### config.mk
export PLATFORM = sky130hd
export DESIGN_NAME = cpu_multicycle_control
export DESIGN_NICKNAME = d
export VERILOG_FILES = /design/src/rtl/cpu_ctrl_pkg.sv /design/src/rtl/cpu_multicycle_control_decode.sv /design/src/rtl/cpu_multicycle_control.sv
export SDC_FILE = /design/constraint.sdc
export NUM_CORES = 1
export LEC_CHECK = 0
export CORE_AREA = 2 2 56 45
export CTS_CLUSTER_DIAMETER = 60
export DETAILED_ROUTE_END_ITERATION = 8
export DIE_AREA = 0 0 58 47
export PLACE_DENSITY = 0.81
export SYNTH_ARGS = -nofsm -noshare
export SYNTH_HDL_FRONTEND = slang
export SYNTH_HIERARCHICAL = 1
export SYNTH_SLANG_ARGS = --single-unit
### constraint.sdc
create_clock -name clk -period 4.25 [get_ports clk]
set_input_delay 0.425 -clock clk [delete_from_list [all_inputs] [get_ports clk]]
set_output_delay 0.425 -clock clk [all_outputs]
set_load 0.02 [all_outputs]
### src/rtl/cpu_ctrl_pkg.sv
// Shared encodings for the multi-cycle LEGv8 control unit.
// States, opcode patterns, instruction classes and ALU control codes.
package cpu_ctrl_pkg;

    typedef enum logic [2:0] {
        S_FETCH  = 3'd0,
        S_DECODE = 3'd1,
        S_EXEC   = 3'd2,
        S_MEM    = 3'd3,
        S_WB     = 3'd4,
        S_HALT   = 3'd5,
        S_ERR    = 3'd6
    } state_t;

    typedef enum logic [3:0] {
        C_NONE,
        C_LDUR,
        C_STUR,
        C_ADD,
        C_SUB,
        C_AND,
        C_ORR,
        C_ADDI,
        C_CBZ,
        C_CBNZ,
        C_B,
        C_HALT
    } cls_t;

    localparam logic [10:0] MASK_ALL  = 11'b111_1111_1111;
    localparam logic [10:0] MASK_ADDI = 11'b111_1111_1110;
    localparam logic [10:0] MASK_CB   = 11'b111_1111_1000;
    localparam logic [10:0] MASK_B    = 11'b111_1110_0000;

    localparam logic [10:0] OP_LDUR = 11'b11111000010;
    localparam logic [10:0] OP_STUR = 11'b11111000000;
    localparam logic [10:0] OP_ADD  = 11'b10001011000;
    localparam logic [10:0] OP_SUB  = 11'b11001011000;
    localparam logic [10:0] OP_AND  = 11'b10001010000;
    localparam logic [10:0] OP_ORR  = 11'b10101010000;
    localparam logic [10:0] OP_ADDI = 11'b10010001000;
    localparam logic [10:0] OP_CBZ  = 11'b10110100000;
    localparam logic [10:0] OP_CBNZ = 11'b10110101000;
    localparam logic [10:0] OP_B    = 11'b00010100000;
    localparam logic [10:0] OP_HALT = 11'b11111111111;

    localparam logic [1:0] ALUOP_ADD   = 2'b00;
    localparam logic [1:0] ALUOP_PASSB = 2'b01;
    localparam logic [1:0] ALUOP_RTYPE = 2'b10;

    localparam logic [1:0] ALUSRC_REG  = 2'b00;
    localparam logic [1:0] ALUSRC_DOFF = 2'b01;
    localparam logic [1:0] ALUSRC_IMM  = 2'b10;

    function automatic logic op_match(
        input logic [10:0] op,
        input logic [10:0] mask,
        input logic [10:0] pat
    );
        return (op & mask) == pat;
    endfunction

endpackage

### src/rtl/cpu_multicycle_control_decode.sv
// Combinational opcode classifier, shared with the single-cycle path.
// Patterns are mutually exclusive, so at most one arm can match.
module cpu_opcode_decode
    import cpu_ctrl_pkg::*;
(
    input  logic [10:0] opcode,
    output cls_t        cls,
    output logic        illegal
);

    always_comb begin
        cls = C_NONE;
        unique case (1'b1)
            op_match(opcode, MASK_ALL, OP_LDUR):  cls = C_LDUR;
            op_match(opcode, MASK_ALL, OP_STUR):  cls = C_STUR;
            op_match(opcode, MASK_ALL, OP_ADD):   cls = C_ADD;
            op_match(opcode, MASK_ALL, OP_SUB):   cls = C_SUB;
            op_match(opcode, MASK_ALL, OP_AND):   cls = C_AND;
            op_match(opcode, MASK_ALL, OP_ORR):   cls = C_ORR;
            op_match(opcode, MASK_ADDI, OP_ADDI): cls = C_ADDI;
            op_match(opcode, MASK_CB, OP_CBZ):    cls = C_CBZ;
            op_match(opcode, MASK_CB, OP_CBNZ):   cls = C_CBNZ;
            op_match(opcode, MASK_B, OP_B):       cls = C_B;
            op_match(opcode, MASK_ALL, OP_HALT):  cls = C_HALT;
            default:                              cls = C_NONE;
        endcase
    end

    assign illegal = (cls == C_NONE);

endmodule

### src/rtl/cpu_multicycle_control.sv
// Multi-cycle LEGv8 control FSM with memory ready/fixed-latency handshake.
// Controls decode from state and registered class; some strobes are Mealy.
module cpu_multicycle_control
    import cpu_ctrl_pkg::*;
#(
    parameter int MEM_HANDSHAKE = 1,
    parameter int MEM_LAT       = 1,
    parameter int MEM_TIMEOUT   = 0,
    parameter int CNT_W         = 8
) (
    input  logic        clk,
    input  logic        rst,
    input  logic [10:0] inst31_21,
    input  logic        mem_ready,
    input  logic        zero,
    output logic        imem_rd,
    output logic        ir_write,
    output logic        pc_write,
    output logic        pc_src,
    output logic        Reg2Loc,
    output logic        MemRead,
    output logic        MemWrite,
    output logic        MemtoReg,
    output logic        RegWrite,
    output logic [1:0]  ALUOp,
    output logic [1:0]  ALUSrc,
    output logic [2:0]  state,
    output logic        halted,
    output logic        illegal
);

    localparam logic [CNT_W-1:0] LAT_LAST = CNT_W'(MEM_LAT - 1);
    localparam logic [CNT_W-1:0] TO_LAST  = CNT_W'(MEM_TIMEOUT - 1);

    state_t           state_q;
    cls_t             cls_q;
    cls_t             dec_cls;
    logic             dec_illegal;
    logic [CNT_W-1:0] cnt_q;
    logic             halted_q;
    logic             illegal_q;
    logic             mem_done;
    logic             timeout;

    cpu_opcode_decode u_dec (
        .opcode  (inst31_21),
        .cls     (dec_cls),
        .illegal (dec_illegal)
    );

    assign mem_done = (MEM_HANDSHAKE != 0) ? mem_ready
                                           : (cnt_q == LAT_LAST);

    // a ready in the final allowed cycle beats the timeout
    assign timeout = (MEM_TIMEOUT != 0) && (MEM_HANDSHAKE != 0) &&
                     !mem_ready && (cnt_q == TO_LAST);

    always_ff @(posedge clk) begin
        if (rst) begin
            state_q   <= S_FETCH;
            cls_q     <= C_NONE;
            cnt_q     <= '0;
            halted_q  <= 1'b0;
            illegal_q <= 1'b0;
        end else begin
            if (cnt_q != '1)
                cnt_q <= cnt_q + 1'b1;
            unique case (state_q)
                S_FETCH: begin
                    if (mem_done) begin
                        state_q <= S_DECODE;
                    end else if (timeout) begin
                        state_q   <= S_ERR;
                        illegal_q <= 1'b1;
                    end
                end
                S_DECODE: begin
                    cls_q <= dec_cls;
                    if (dec_cls == C_HALT) begin
                        state_q  <= S_HALT;
                        halted_q <= 1'b1;
                    end else if (dec_illegal) begin
                        state_q   <= S_ERR;
                        illegal_q <= 1'b1;
                    end else begin
                        state_q <= S_EXEC;
                    end
                end
                S_EXEC: begin
                    cnt_q <= '0;
                    unique case (cls_q)
                        C_LDUR, C_STUR:     state_q <= S_MEM;
                        C_CBZ, C_CBNZ, C_B: state_q <= S_FETCH;
                        default:            state_q <= S_WB;
                    endcase
                end
                S_MEM: begin
                    if (mem_done) begin
                        state_q <= (cls_q == C_LDUR) ? S_WB : S_FETCH;
                        cnt_q   <= '0;
                    end else if (timeout) begin
                        state_q   <= S_ERR;
                        illegal_q <= 1'b1;
                    end
                end
                S_WB: begin
                    state_q <= S_FETCH;
                    cnt_q   <= '0;
                end
                default: ;
            endcase
        end
    end

    always_comb begin
        imem_rd  = 1'b0;
        ir_write = 1'b0;
        pc_write = 1'b0;
        pc_src   = 1'b0;
        Reg2Loc  = 1'b0;
        MemRead  = 1'b0;
        MemWrite = 1'b0;
        MemtoReg = 1'b0;
        RegWrite = 1'b0;
        ALUOp    = ALUOP_ADD;
        ALUSrc   = ALUSRC_REG;
        if (!rst) begin
            unique case (state_q)
                S_FETCH: begin
                    imem_rd  = 1'b1;
                    ir_write = mem_done;
                    pc_write = mem_done;
                end
                S_EXEC: begin
                    unique case (cls_q)
                        C_ADD, C_SUB, C_AND, C_ORR: begin
                            ALUOp = ALUOP_RTYPE;
                        end
                        C_ADDI: begin
                            ALUOp  = ALUOP_RTYPE;
                            ALUSrc = ALUSRC_IMM;
                        end
                        C_LDUR: begin
                            ALUSrc = ALUSRC_DOFF;
                        end
                        C_STUR: begin
                            Reg2Loc = 1'b1;
                            ALUSrc  = ALUSRC_DOFF;
                        end
                        C_CBZ, C_CBNZ: begin
                            Reg2Loc  = 1'b1;
                            ALUOp    = ALUOP_PASSB;
                            pc_src   = 1'b1;
                            pc_write = (cls_q == C_CBZ) ? zero : !zero;
                        end
                        C_B: begin
                            pc_src   = 1'b1;
                            pc_write = 1'b1;
                        end
                        default: ;
                    endcase
                end
                S_MEM: begin
                    MemRead  = (cls_q == C_LDUR);
                    MemWrite = (cls_q == C_STUR);
                    ALUSrc   = ALUSRC_DOFF;
                end
                S_WB: begin
                    RegWrite = 1'b1;
                    MemtoReg = (cls_q == C_LDUR);
                end
                default: ;
            endcase
        end
    end

    assign state   = rst ? S_FETCH : state_q;
    assign halted  = halted_q && !rst;
    assign illegal = illegal_q && !rst;

endmodule
Word-level counts from Yosys, hierarchy flattened
Cells that the tools add are included.

word-level totals
  flip-flop bits (word level) = 9
  bits of input ports = 15
  logic and storage cells = 85

cells by class
  eq/ne operators = 28
  muxes and demuxes = 37
  bitwise operators = 1
  reductions and logical operators = 15

operators with widths
  kind                                                                    number
  11-bit equality test (second input constant)                            7
  4-bit one-hot mux with 11 select lines                                  1
  1-bit 2-to-1 mux                                                        20
  3-bit 2-to-1 mux                                                        6
  4-bit by 3-bit equality test with 1-bit output (second input constant)  4
  4-bit equality test (second input constant)                             4
  8-bit equality test (second input constant)                             2
  3-bit one-hot mux with 5 select lines                                   1
  2-bit one-hot mux with 2 select lines                                   3
  10-bit equality test (second input constant)                            1
  4-bit by 2-bit equality test with 1-bit output (second input constant)  2
  3-bit by 2-bit equality test with 1-bit output (second input constant)  2
  6-bit by 3-bit equality test with 1-bit output (second input constant)  1
  2-bit 2-to-1 mux                                                        3
  3-bit one-hot mux with 2 select lines                                   1
  3-bit AND reduction                                                     2
  3-bit OR reduction                                                      2
  5-bit nonzero test                                                      1
  5-bit OR reduction                                                      1
  4-bit by 1-bit equality test with 1-bit output (second input constant)  1
  4-bit zero test                                                         1
  2-bit inequality test (second input constant)                           2
  1-bit one-hot mux with 2 select lines                                   2
  2-bit OR reduction                                                      2
  other kinds (7)                                                         9

Longest topological paths before layout
  word-level depth = 6
  gate-level depth with buffers = 8
  gate-level depth less buffers = 7

Cells and area by module
Netlist, hierarchy kept.

modules (own cells, without submodules)
  module                  times used  cells an instance  area each (sq um)  seq. area each (sq um)
  cpu_multicycle_control  1           88                 718.2              180.2
  cpu_opcode_decode       1           42                 292.8              0.0

Least setup slack after synthesis
OpenSTA, ideal clock, no wires.

  kind = input-to-reg
  from = input port inst31_21[0]
  to = register state_q[2]
  data arrival time = 1.978 ns
  data required time = 4.130 ns
  path slack = 2.153 ns
  stages on the path = 7
  path buffers = 0
  cell sequence = or4b_4 > nor3b_2 > o21ai_1 > and4_1 > or2_0 > o221a_1 > o31a_1

between the ends
  longest elaborated chain between the ends = 6
  elaborated cells between the ends (all ways) = 13
  classes of those cells = 8 x eq/ne; 4 x mux; 1 x reduce/logical

ends and longest elaborated chain
  what                                      line                                 text
  start: declaration                        cpu_multicycle_control.sv:13         input logic [10:0] inst31_21,
  11-bit equality test                      cpu_ctrl_pkg.sv:60                   return (op & mask) == pat;
  4-bit one-hot mux with 11 select lines *  cpu_multicycle_control_decode.sv:13  unique case (1'b1)
  4-bit zero test *                         cpu_multicycle_control_decode.sv:29  assign illegal = (cls == C_NONE);
  net dec_illegal                           cpu_multicycle_control.sv:38         logic dec_illegal;
  3-bit 2-to-1 mux *                        cpu_multicycle_control.sv:82         end else if (dec_illegal) begin
  3-bit 2-to-1 mux *                        cpu_multicycle_control.sv:79         if (dec_cls == C_HALT) begin
  3-bit one-hot mux with 5 select lines *   cpu_multicycle_control.sv:68         unique case (state_q)
  end signal: assignment                    cpu_multicycle_control.sv:99         state_q <= (cls_q == C_LDUR) ? S_WB : S_FETCH;
  end: declaration                          cpu_multicycle_control.sv:35         state_t state_q;

The timed path passes the listed nets; every way through them passes the cells marked *.
A chain may end at the register's enable or synchronous reset.

Worst setup path in the final report
  from = input port rst
  to = output port Reg2Loc

between the ends
  longest elaborated chain between the ends = 1

ends and longest elaborated chain
  what                line                           text
  start: declaration  cpu_multicycle_control.sv:12   input logic rst,
  1-bit 2-to-1 mux    cpu_multicycle_control.sv:127  if (!rst) begin
  end: declaration    cpu_multicycle_control.sv:20   output logic Reg2Loc,

No other way between the ends.

==> results.py <==
metrics = {
    "status": {
        "outcome": "finished clean",
    },
    "floorplan": {
        "initial_utilization_pct": 46.44,
        "die_h_microns": 47,
        "dieArea_sq_um": 2726,
        "die_x_microns": 58,
        "core_sq_um": 2177,
        "fp-row-count": 15,
        "num_io_pins": 33,
    },
    "drt": {
        "drt_iter0_drc": 36,
        "antenna_left": 0,
        "via_per_inst": 6.083,
        "num_vias": 1101,
        "drc": 0,
        "drt_wl_total_mm": 2.631,
        "wl_per_cell_microns": 14.54,
        "first_pass_iters": 4,
    },
    "yosys": {
        "ys_types": 53,
        "ys_ff_latch": 9,
        "synth_nets": 145,
        "syn_inst": 130,
        "synth_edf_count": 0,
        "syn_area_per_cell_sq_um": 7.777,
        "ys_seq_area_share_pct": 17.82,
        "synth_top_area_share_pct": 17.82,
        "ys.flop_type": "dfxtp_1",
        "synth.area.top_cells": "dfxtp_1 18%, buf_6 6.7%, nor2_1 5.2%",
        "yosysWarnings": 6,
        "synth_area_sq_um": 1011,
        "yosysTopAreaCell": "dfxtp_1",
        "synthArstFlopShare_pct": 0,
    },
    "cts": {
        "clock_path_buffers": 2,
        "clock-root-buffer": "clkbuf_4",
        "cts_setup_buffers": 0,
        "cts_max_level": 1,
        "cts_tree": "yes",
        "cts_made_buffers": 3,
        "clock_latency_ns": 0.26,
        "cts_resized": 0,
        "cts.sinks": 9,
        "cts.clk_slew.worst_paths_ns": 0.06,
        "ctsHoldBuffers": 0,
    },
    "critical_path": {
        "crit_path_start_kind": "input pin",
        "path_class": "in -> out",
        "cp_data_arrival_time_ns": 2.59,
        "path_cells": "clkdlybuf4s50_1, nor4b_1, nand3_1, o31ai_1, clkdlybuf4s50_1",
        "crit_required_ns": 3.83,
        "slowest_delay_ns": 0.78,
        "worstSetupEndpointType": "output pin",
        "crit_fanout": 22,
        "slowest_stage": "clkdlybuf4s50_1",
        "cpMostUsedCell": "clkdlybuf4s50_1",
    },
    "cells_and_area": {
        "finish.instance_area_sq_um": 1303,
        "final_nets": 172,
        "post-route-util_pct": 59.83,
        "final_cell_mix": "32 x clkdlybuf4s50_1, 14 x nor2_1, 9 x dfxtp_1",
        "drive_gt1_share_pct": 10.26,
        "diodes": 0,
        "syn_to_final_growth_pct": 28.84,
        "final_common_cell": "clkdlybuf4s50_1",
        "nFillCells": 203,
    },
    "power": {
        "power_density_nw_per_um2": 241.3,
        "power_frac_comb_pct": 42.0,
        "power_frac_seq_pct": 37.5,
        "power.leakage_nw": 0.4477,
        "p_sw_w": 0.0001164,
        "p_int_w": 0.0001979,
        "clockPowerShare_pct": 20.5,
        "ir_drop_mv": 0.1933,
        "swShare_pct": 37.03,
    },
    "place": {
        "post_dp_cell_area_sq_um": 1276,
        "hpwl_mm": 2.058,
        "port_buffers": 32,
        "gp_congestion": 0.8310,
    },
    "timing": {
        "tightest_slew_ns": 0.7087,
        "maxSlewHeadroom_pct": 52.09,
        "fin_setup_tns_ns": 0,
        "timing.fmax_mhz": 332.0,
        "fin_crit_sh_pct": 70.87,
        "setup_viol": 0,
        "hold_violations": 0,
        "layout_min_cycle_time_ns": 3.012,
        "rsz0062_at_grt": "false",
        "report.final.slew_viol_count": 0,
        "skew_ns": 0.0007187,
    },
    "job": {
        "cap_violations": 0,
    },
    "grt": {
        "grt_max_degree": 23,
        "globalRouteTotalUtil_pct": 21.12,
        "grt_overflow_total": 0,
        "grt_pass1_wl_mm": 4.416,
        "grt_pass1_vias": 972,
        "grt_antenna_before_repair": 0,
    },
    "worst_hold_path": {
        "hold_class": "reg -> reg",
    },
}
[registers in the layout, indices dropped and copies added (netlist names)]
name and count:
halted_q 1, illegal_q 1, cls_q 4, state_q 3
[power groups by stage]
stage	sequential [W]	clock (W)	combinational [W]
final	0.000118	0.0000645	0.000132
after global routing	0.000120	0.0000704	0.000144
after CTS	0.000117	0.0000666	0.000131
after detailed placement	0.000120	0	0.000131
after global placement	0.000119	0	0.000128
after floorplan	0.000101	0	0.000106
[area by class of cell]
class | instances | area (sq um) | area share [%]
timing repair buffer | 32 | 320.3 | 24.59
clock buffer | 4 | 26.28 | 2.017
multi-input combinational | 108 | 733.2 | 56.29
inverter | 3 | 11.26 | 0.8646
tap | 25 | 31.28 | 2.402
sequential | 9 | 180.2 | 13.83
[synth_stat cells (2+ instances only)]
master	count
nor2_1	14
dfxtp_1	9
nand3_1	7
buf_6	6
nor3_1	6
nand2_1	5
nor2b_1	5
a21oi_1	4
mux2i_1	4
nor4_1	4
and2_1	3
and2b_2	3
and3_1	3
nand4_1	3
nor3b_1	3
nor4b_1	3
o21ai_0	3
or3_1	3
a31oi_1	2
and3_2	2
and4_1	2
buf_2	2
inv_2	2
nand3b_1	2
xnor2_1	2
[worst paths after layout]
check	start	to	slack, ns	cells past startpoint
max reg2reg	state_q[0]$_SDFFE_PP0P_	cls_q[1]$_SDFFE_PP0P_	2.68	3
min	illegal_q$_SDFFE_PP0P_	illegal_q$_SDFFE_PP0P_	0.48	2
max	rst	Reg2Loc	1.24	5
min reg2reg	illegal_q$_SDFFE_PP0P_	illegal_q$_SDFFE_PP0P_	0.48	2
[critical path: cells and delay by family]
family                 cells  cell delay, ns
buffers and inverters      2            1.43
and+or+nand+nor            2            0.64
AOI/OAI and AO/OA          1            0.09
[cells by family after synthesis]
logic type	Yosys count	synth area share, %
mux	4	3.961
xor+xnor	2	1.733
compound gates	23	16.46
simple gates	79	50.37
flops	9	17.82
buf+inv	13	9.652
[layer usage]
metal  GRT usage, %  up-vias  wire, microns
met3          5.785        0            152
met1          29.65      514           1307
met2          33.86       37           1172
met5              0        -              0
met4          2.326        0              0
li1               -      550              -
[through the flow]
stage | setup WS, ns | hold slack (ns) | std cells | total power [W]
floorplan | 2.153 | 0.4290 | 130 | 0.0002067
global placement | 1.351 | 0.4409 | 177 | 0.0002476
detailed placement | 1.268 | 0.4767 | 177 | 0.0002507
CTS | 1.265 | 0.4907 | 181 | 0.0003154
global route | 1.010 | 0.5145 | 181 | 0.0003352
finish | 1.238 | 0.4773 | 181 | 0.0003143
No activity file was read; power rests on OpenSTA's default activity.
